==> config.mk <==
export PLATFORM = sky130hd
export DESIGN_NAME = ahb_spi_fifo_master
export DESIGN_NICKNAME = d
export VERILOG_FILES = /design/src/rtl/ahb_spi_fifo_master.sv
export SDC_FILE = /design/constraint.sdc
export NUM_CORES = 1
export LEC_CHECK = 0
export BUFFER_PORTS_ARGS = -buffer_cell sky130_fd_sc_hd__buf_2
export CAP_MARGIN = 15
export CORE_AREA = 5 5 187 189
export DETAILED_ROUTE_END_ITERATION = 10
export DIE_AREA = 0 0 192 194
export PLACE_DENSITY = 0.73
export SLEW_MARGIN = 15
export SYNTH_ARGS = -nofsm -noshare
export SYNTH_HDL_FRONTEND = slang
export SYNTH_HIERARCHICAL = 1
export SYNTH_SLANG_ARGS = --single-unit
==> constraint.sdc <==
create_clock -name HCLK -period 5.2 [get_ports HCLK]
set_clock_uncertainty 0.15 [all_clocks]
set_input_delay 1.04 -clock HCLK [delete_from_list [all_inputs] [get_ports HCLK]]
set_output_delay 1.04 -clock HCLK [all_outputs]
set_load 0.02 [all_outputs]
==> src/rtl/ahb_spi_fifo_master.sv <==
// AHB-Lite SPI master with TX/RX FIFOs, software slave selects and a
// programmable SCLK divider.
// Optional interrupt output is enabled by defining SPI_FIFO_IRQ_EN.

// Single-clock FIFO used for both the TX and RX paths
module ahb_spi_fifo_master_fifo #(
  parameter int DEPTH = 4
) (
  input  logic        clk,
  input  logic        reset,
  input  logic        push,
  input  logic        pop,
  input  logic [31:0] wdata,
  output logic [31:0] rdata,
  output logic        empty,
  output logic        full,
  output logic        dropped
);
  localparam int AW = $clog2(DEPTH);

  logic [31:0]   mem [DEPTH];
  logic [AW-1:0] wr_ptr;
  logic [AW-1:0] rd_ptr;
  logic [AW:0]   count;
  logic          do_push;
  logic          do_pop;

  assign empty   = (count == '0);
  assign full    = (count == (AW+1)'(DEPTH));
  assign do_pop  = pop & ~empty;
  assign do_push = push & (~full | do_pop);
  assign dropped = push & ~do_push;
  assign rdata   = mem[rd_ptr];

  // Storage array; no reset needed since count gates validity
  always_ff @(posedge clk) begin
    if (do_push) mem[wr_ptr] <= wdata;
  end

  // Pointers wrap naturally at the power-of-two depth
  always_ff @(posedge clk) begin
    if (reset) begin
      wr_ptr <= '0;
      rd_ptr <= '0;
      count  <= '0;
    end else begin
      if (do_push) wr_ptr <= wr_ptr + 1'b1;
      if (do_pop)  rd_ptr <= rd_ptr + 1'b1;
      count <= count + (AW+1)'(do_push) - (AW+1)'(do_pop);
    end
  end
endmodule

module ahb_spi_fifo_master #(
  parameter int NUM_SS     = 8,
  parameter int FIFO_DEPTH = 4,
  parameter int DIV_W      = 16
) (
  input  logic              HCLK,
  input  logic              HRESET,
  input  logic              HSEL,
  input  logic              HREADY,
  input  logic [31:0]       HADDR,
  input  logic              HWRITE,
  input  logic [2:0]        HSIZE,
  input  logic [1:0]        HTRANS,
  input  logic [31:0]       HWDATA,
  output logic [31:0]       HRDATA,
  output logic              HREADYOUT,
  input  logic              SPI_MISO_i,
  output logic              SPI_MOSI_o,
  output logic              SPI_CLK_o,
  output logic [NUM_SS-1:0] SPI_SS_o
`ifdef SPI_FIFO_IRQ_EN
  ,
  output logic              SPI_IRQ_o
`endif
);
  typedef enum logic [1:0] {IDLE, LOAD, SHIFT, DONE} state_t;

  localparam logic [31:0] DIV_MASK = ((32'h1 << DIV_W) - 32'h1) << 16;
`ifdef SPI_FIFO_IRQ_EN
  localparam logic [31:0] IE_MASK = 32'h0000_1800;
`else
  localparam logic [31:0] IE_MASK = 32'h0000_0000;
`endif
  localparam logic [31:0] CTRL_MASK = 32'h0000_071F | DIV_MASK | IE_MASK;

  state_t state, state_nx;

  logic              dp_valid, dp_write;
  logic [2:0]        dp_addr;
  logic [31:0]       ctrl_q;
  logic [NUM_SS-1:0] ss_q;
  logic              tx_ovf, rx_ovf;
  logic              wr_en, rd_en;
  logic              tx_empty, tx_full, tx_drop, tx_pop;
  logic              rx_empty, rx_full, rx_drop, rx_push, rx_pop;
  logic [31:0]       tx_rdata, rx_rdata, status;
  logic              busy;
  logic [4:0]        len_q;
  logic              cpol_q, cpha_q;
  logic [DIV_W-1:0]  div_q, div_cnt;
  logic [5:0]        edge_cnt;
  logic [31:0]       tx_sr, rx_sr, tx_shifted;
  logic              sclk_q, mosi_q;
  logic              tick, last_edge, leading, sample;
  logic              unused_bits;

  assign unused_bits = ^{HSIZE, HADDR[31:5], HADDR[1:0]};

  assign wr_en     = dp_valid & dp_write;
  assign rd_en     = dp_valid & ~dp_write;
  assign rx_pop    = rd_en && (dp_addr == 3'd3);
  assign status    = {25'b0, rx_ovf, tx_ovf, busy, tx_full, tx_empty, rx_full, ~rx_empty};
  assign HREADYOUT = 1'b1;
  assign SPI_SS_o  = ~ss_q;
  assign SPI_CLK_o = sclk_q;
  assign SPI_MOSI_o = mosi_q;

  // Capture the address phase so the data phase can act on HWDATA
  always_ff @(posedge HCLK) begin
    if (HRESET) begin
      dp_valid <= 1'b0;
      dp_write <= 1'b0;
      dp_addr  <= '0;
    end else begin
      dp_valid <= HSEL & HTRANS[1] & HREADY;
      dp_write <= HWRITE;
      dp_addr  <= HADDR[4:2];
    end
  end

  // Software-visible registers and sticky overflow flags (set beats clear)
  always_ff @(posedge HCLK) begin
    if (HRESET) begin
      ctrl_q <= '0;
      ss_q   <= '0;
      tx_ovf <= 1'b0;
      rx_ovf <= 1'b0;
    end else begin
      if (wr_en && dp_addr == 3'd0) ctrl_q <= HWDATA & CTRL_MASK;
      if (wr_en && dp_addr == 3'd1) ss_q <= HWDATA[NUM_SS-1:0];
      if (tx_drop) tx_ovf <= 1'b1;
      else if (wr_en && dp_addr == 3'd4 && HWDATA[5]) tx_ovf <= 1'b0;
      if (rx_drop) rx_ovf <= 1'b1;
      else if (wr_en && dp_addr == 3'd4 && HWDATA[6]) rx_ovf <= 1'b0;
    end
  end

  // Read data is driven combinationally during the data phase
  always_comb begin
    HRDATA = '0;
    if (rd_en) begin
      case (dp_addr)
        3'd0: HRDATA = ctrl_q;
        3'd1: HRDATA[NUM_SS-1:0] = ss_q;
        3'd3: HRDATA = rx_empty ? 32'h0 : rx_rdata;
        3'd4: HRDATA = status;
        default: HRDATA = '0;
      endcase
    end
  end

  ahb_spi_fifo_master_fifo #(.DEPTH(FIFO_DEPTH)) u_tx_fifo (
    .clk(HCLK), .reset(HRESET), .push(wr_en && dp_addr == 3'd2), .pop(tx_pop),
    .wdata(HWDATA), .rdata(tx_rdata), .empty(tx_empty), .full(tx_full), .dropped(tx_drop)
  );

  ahb_spi_fifo_master_fifo #(.DEPTH(FIFO_DEPTH)) u_rx_fifo (
    .clk(HCLK), .reset(HRESET), .push(rx_push), .pop(rx_pop),
    .wdata(rx_sr), .rdata(rx_rdata), .empty(rx_empty), .full(rx_full), .dropped(rx_drop)
  );

  assign tick       = (state == SHIFT) && (div_cnt == div_q);
  assign last_edge  = tick && (edge_cnt == {len_q, 1'b1});
  assign leading    = ~edge_cnt[0];
  assign sample     = leading ^ cpha_q;
  assign tx_shifted = {tx_sr[30:0], 1'b0};

  // Frame state register
  always_ff @(posedge HCLK) begin
    if (HRESET) state <= IDLE;
    else        state <= state_nx;
  end

  // Next-state logic; EN is read live so clearing it stops after this frame
  always_comb begin
    state_nx = state;
    case (state)
      IDLE:  if (ctrl_q[10] && !tx_empty) state_nx = LOAD;
      LOAD:  state_nx = SHIFT;
      SHIFT: if (last_edge) state_nx = DONE;
      DONE:  state_nx = (ctrl_q[10] && !tx_empty) ? LOAD : IDLE;
      default: state_nx = IDLE;
    endcase
  end

  // State-decoded strobes
  always_comb begin
    busy    = (state != IDLE);
    tx_pop  = (state == LOAD);
    rx_push = (state == DONE);
  end

  // Shift engine: latches frame settings in LOAD and runs SCLK in SHIFT
  always_ff @(posedge HCLK) begin
    if (HRESET) begin
      len_q    <= '0;
      cpol_q   <= 1'b0;
      cpha_q   <= 1'b0;
      div_q    <= '0;
      div_cnt  <= '0;
      edge_cnt <= '0;
      tx_sr    <= '0;
      rx_sr    <= '0;
      sclk_q   <= 1'b0;
      mosi_q   <= 1'b0;
    end else begin
      case (state)
        LOAD: begin
          len_q    <= ctrl_q[4:0];
          cpol_q   <= ctrl_q[8];
          cpha_q   <= ctrl_q[9];
          div_q    <= ctrl_q[16 +: DIV_W];
          div_cnt  <= '0;
          edge_cnt <= '0;
          tx_sr    <= tx_rdata;
          rx_sr    <= '0;
          sclk_q   <= ctrl_q[8];
          mosi_q   <= ctrl_q[9] ? 1'b0 : tx_rdata[ctrl_q[4:0]];
        end
        SHIFT: begin
          if (tick) begin
            div_cnt  <= '0;
            edge_cnt <= edge_cnt + 6'd1;
            sclk_q   <= ~sclk_q;
            if (sample) begin
              rx_sr <= {rx_sr[30:0], SPI_MISO_i};
            end else begin
              tx_sr  <= tx_shifted;
              mosi_q <= cpha_q ? tx_sr[len_q] : tx_shifted[len_q];
            end
          end else begin
            div_cnt <= div_cnt + 1'b1;
          end
        end
        default: mosi_q <= 1'b0;
      endcase
    end
  end

`ifdef SPI_FIFO_IRQ_EN
  logic irq_q;
  assign SPI_IRQ_o = irq_q;

  // Registered interrupt combining enabled FIFO levels and sticky errors
  always_ff @(posedge HCLK) begin
    if (HRESET) irq_q <= 1'b0;
    else irq_q <= (ctrl_q[12] & ~rx_empty) | (ctrl_q[11] & tx_empty) | tx_ovf | rx_ovf;
  end
`endif
endmodule

* Word-level counts from Yosys, hierarchy flattened
Memory sizes are Yosys's and may differ from the RTL's. A register that Yosys moved wholly into a read port is not among the register bits. Cells that the tools add are included.
Operators by class: equal/unequal tests 16, multipliers 0, div/mod/pow operators 0, muxes and demuxes 43, reduce and logical (&&, ||, !) cells 24, $lt $le $gt $ge 2, add/subtract/negate cells 10, shifts and indexed selects 0, bitwise gates (word level) 23
Operators with widths (count):
- two-way mux 32 bit | 6
- case mux 32 bit (2 select lines) | 2
- case mux 24 bit (2 select lines) | 1
- case mux 16 bit (2 select lines) | 1
- case mux 8 bit (4 select lines) | 1
- two-way mux 1 bit | 17
- adder 16 x 1 -> 16 bit, second input constant | 1
- == test 16 bit | 1
- two-way mux 16 bit | 1
- binary-select mux 1 bit (select 5 bit) | 3
- less-than comparator 5 x 6 -> 1 bit, second input constant | 2
- two-way mux 2 bit | 6
- case mux 6 bit (2 select lines) | 1
- bitwise AND 1 bit | 10
- logical AND 1 bit | 10
- != test 2 bit, second input constant | 5
- == test 3 bit, second input constant | 3
- logical NOT 3 bit | 3
- NOT 1 bit | 9
- adder 2 x 1 -> 2 bit, second input constant | 4
- NOT 8 bit | 1
- case mux 2 bit (4 select lines) | 1
- nonzero test 2 bit | 4
- adder 3 x 1 -> 3 bit | 2
- 15 further kinds | 23
Storage, ports and cells: memory bits (read-only) 0, bits in writable memories 256, word-level logic and storage cells 143, input port bits 75, memories 2, register bits 165, output and inout bits 43, bits in latches 0
Memory list:
- u_rx_fifo.mem | depth 4, width 32, read ports 1, clocked after Yosys merged registers in 1, wr ports 1, line 21 | logic [31:0] mem [DEPTH];
- u_tx_fifo.mem | depth 4, width 32, read ports 1, clocked after Yosys merged registers in 1, wr ports 1, line 21

* Logic depth before layout (Yosys ltp)
depth after elaboration 9, depth in mapped cells 11, gate-level depth less buffers 11

* Cells and area by module
Netlist, hierarchy kept.
By module, submodules not included:
- ahb_spi_fifo_master_fifo | cells an instance 216, instances 2, area an instance 5128.7 um2
- ahb_spi_fifo_master | cells an instance 857, instances 1, area an instance 7613.6 um2

* Worst setup path after synthesis
OpenSTA, ideal clock, no wires.
path type register to output, from reg dp_addr[1], to out HRDATA[21], data arrival time 1.898 ns, setup slack 2.112 ns, stages on the path, launching flop included 5, cell sequence dfxtp_1 -> clkbuf_1 -> nor4_1 -> clkbuf_1 -> a22o_1
On the way: word-level cells in the longest chain between the ends 3, elaborated cells on any way between the ends 4, those cells by class eq/ne (1); mux (2); reduce/logical (1)
Ends and longest elaborated chain:
- start, declared | line 92 | logic [2:0] dp_addr;
- start signal, assigned | line 130 | dp_addr <= HADDR[4:2];
- == test 3 x 2 -> 1 bit / logical NOT 3 bit (equally long branches) | line 155 | case (dp_addr)
- case mux 24 bit (2 select lines) (*) | line 155
- two-way mux 32 bit (*) | line 154 | if (rd_en) begin
- end, declared | line 68 | output logic [31:0] HRDATA,
Every way passes the cells marked *; elsewhere a longest branch is shown, timed or not.

* Final worst setup path
from reg dp_addr[0], to out HRDATA[8]
The elaborated chain is that of the path after synthesis.

==> impl_metrics.json <==
{
  "layout_common_cells": "256 x edfxtp_1, 166 x dfxtp_1, 111 x a21oi_1",
  "area_delta_synth_final_pct": 12.6,
  "wirelength_met1_mm": 16.2,
  "cts_resized": 0,
  "power_leakage_nw": 6.54,
  "cts_num_sinks": 425,
  "ctsHoldBuffers": 0,
  "vias": 10600,
  "ys_types": 65,
  "max_slew.worst_pin.slew_ns": 1.18,
  "rsz0062_at_grt": "no",
  "synth_area_sq_um": 17900,
  "routed-wl-met3_mm": 1.86,
  "powerDensity_nw_per_um2": 371,
  "fmax_mhz": 258,
  "irDropWorstVdd_uv": 313,
  "drcViolationCount": 0,
  "endpoint_kind": "primary output",
  "fin_tns_setup_ns": 0,
  "critical_path_class": "flip-flop to primary output",
  "status": "complete, no violations",
  "fp.dieW_microns": 192,
  "hold_path_depth": 2,
  "synth-seq-area-share_pct": 61.9,
  "synth-seq-cells": 425,
  "overflow": 0,
  "critPathLaunchType": "flip-flop",
  "num-nets-final": 1446,
  "ys.flop_type": "edfxtp_1",
  "crit_required_ns": 4.01,
  "slew_viol_final": 0,
  "rows": 67,
  "grt_max_degree": 61,
  "yosysWarnings": 6,
  "hold_viol_final": 0,
  "initialDrtViolationCount": 883,
  "clock_tree.root_cell": "clkbuf_16",
  "rr_worst_depth": 8,
  "syn_area_per_cell_sq_um": 13.9,
  "cts_made_buffers": 43,
  "wl_met2_mm": 19.5,
  "start_util_pct": 54.0,
  "critPathMaxFanout": 24,
  "synth_edf_count": 256,
  "place_ws_ns": 1.58,
  "syn_inst": 1289,
  "synthArstFlopShare_pct": 0,
  "yosysTopAreaCellShare_pct": 43.0,
  "clock_latency_ns": 0.55,
  "pin_count": 118,
  "highest_layer": "met4",
  "diodes": 0,
  "wl_mm": 38.3,
  "mostFrequentLayoutCell": "edfxtp_1",
  "portBuffers": 83,
  "grt_pass1_wl_mm": 60.4,
  "yosysTopAreaCell": "edfxtp_1",
  "cts_tree": "built",
  "track_usage_pct": 20.5,
  "period_share_pct": 74.6,
  "setup_viol": 0,
  "place_congestion": 0.824,
  "maxCapViolCount": 0,
  "ys_top_cells_by_area": "edfxtp_1 43%, dfxtp_1 19%, mux4_2 11%",
  "post-route-cell-area_sq_um": 20100,
  "setup_ws_ns": 1.32,
  "vias_per_cell": 5.79,
  "placed_area_sq_um": 18600,
  "detail_route.first_pass.iterations": 5,
  "syn_nets": 1382,
  "drive_gt1_share_pct": 21.0,
  "drtAntennaViolNets": 0,
  "route.detailed.wl_per_inst_microns": 20.9,
  "critical_path_arrival_ns": 2.69,
  "dieArea_sq_um": 37200,
  "grt_pass1_vias": 10800,
  "hp-class": "flip-flop to flip-flop",
  "clk_pin_slew_ns": 0.06,
  "dp_hpwl_mm": 24.4,
  "cts.path.max_buffers": 3,
  "antenna_found_initial": 0,
  "period_needed_ns": 3.88,
  "htree_levels": 2,
  "postCtsSetupRepairBufs": 0,
  "coreArea_sq_um": 33100,
  "slew_headroom_pct": 20.9,
  "die_height_microns": 194
}
[registers in the layout (all words and copies together) (netlist names), 2 cells and up, named ones only]
name,flops
ss_q,8
div_cnt,16
u_tx_fifo/rd_ptr,2
edge_cnt,6
u_tx_fifo/count,3
rx_sr,32
len_q,5
u_rx_fifo/mem,128
ctrl_q,24
u_rx_fifo/count,3
u_rx_fifo/rd_ptr,2
u_tx_fifo/wr_ptr,2
u_rx_fifo/wr_ptr,2
u_tx_fifo/mem,128
tx_sr,32
state,2
dp_addr,3
div_q,16
[metal layers]
metal	track usage (%)	vias to the layer above
met5	0	-
met4	4.78	0
met3	3.04	57
met2	35.2	274
met1	27.8	5349
li1	-	4952
[cells by family (layout without fill, tap and decap cells)]
kind of cell,after synthesis,in the layout,synth area share [%]
compound gates,228,228,8.07
xor+xnor,45,45,2.21
fa+ha+maj,18,18,1.34
buf+inv,111,210,3.08
flops,425,425,61.9
mux,168,168,15.4
other cells,1,1,0.0210
simple gates,293,293,7.97
[cells in the mapped netlist (12+ instances only)]
library cell / n
a22o_1: 19
o21ai_0: 40
clkbuf_1: 47
xnor2_1: 26
inv_1: 22
nand2_1: 99
a21oi_1: 112
xor2_1: 19
and2_1: 19
a211oi_1: 22
ha_1: 16
nor2_1: 87
mux2i_1: 79
edfxtp_1: 256
mux4_2: 84
buf_6: 12
dfxtp_1: 169
nor2b_1: 13
buf_2: 16
[per-stage QoR]
| step | total power [W] | util [%] | hold slack [ns] | instances |
|---|---|---|---|---|
| after detailed placement | 0.00428 | 56.2 | 0.320 | 1756 |
| after floorplan | 0.00415 | - | 0.295 | 1289 |
| after CTS | 0.00751 | 60.7 | 0.330 | 1836 |
| after global routing | 0.00771 | 60.8 | 0.366 | 1836 |
| final | 0.00746 | 60.8 | 0.332 | 1836 |
| after global placement | 0.00426 | 56.2 | 0.309 | 1756 |
[critical path, stage by stage (launching register included)]
cell and delay, ns:
dfxtp_1 0.71, nor2b_1 0.34, nand2_1 0.15, nor3_2 0.18
buf_4 0.30, a22o_1 0.27, buf_2 0.20
[where the power goes]
| group | internal, W | switching (W) |
|---|---|---|
| Sequential | 0.00363 | 0.0000909 |
| Combinational | 0.000196 | 0.000296 |
| Clock | 0.00198 | 0.00126 |
| Total | 0.00581 | 0.00165 |
[path summary, 6_finish.rpt]
path	start	end	slack, ns
setup / recovery	dp_addr[0]	HRDATA[8]	1.32
hold / removal	ctrl_q[22]	ctrl_q[22]	0.33
setup reg to reg	div_cnt[2]	tx_sr[17]	1.53
hold reg to reg	ctrl_q[22]	ctrl_q[22]	0.33
[final cells by class]
| cell class | instances | area [sq um] |
|---|---|---|
| fillers | 2583 | 13000 |
| flip-flops and latches | 425 | 11100 |
| multi-input cells | 753 | 6290 |
| clock buffers | 59 | 1200 |
| repair buffers | 107 | 598 |
| well taps | 448 | 561 |
| clock inverters | 21 | 312 |
| inverters | 23 | 86.3 |
Power figures use the tool's default switching activity.
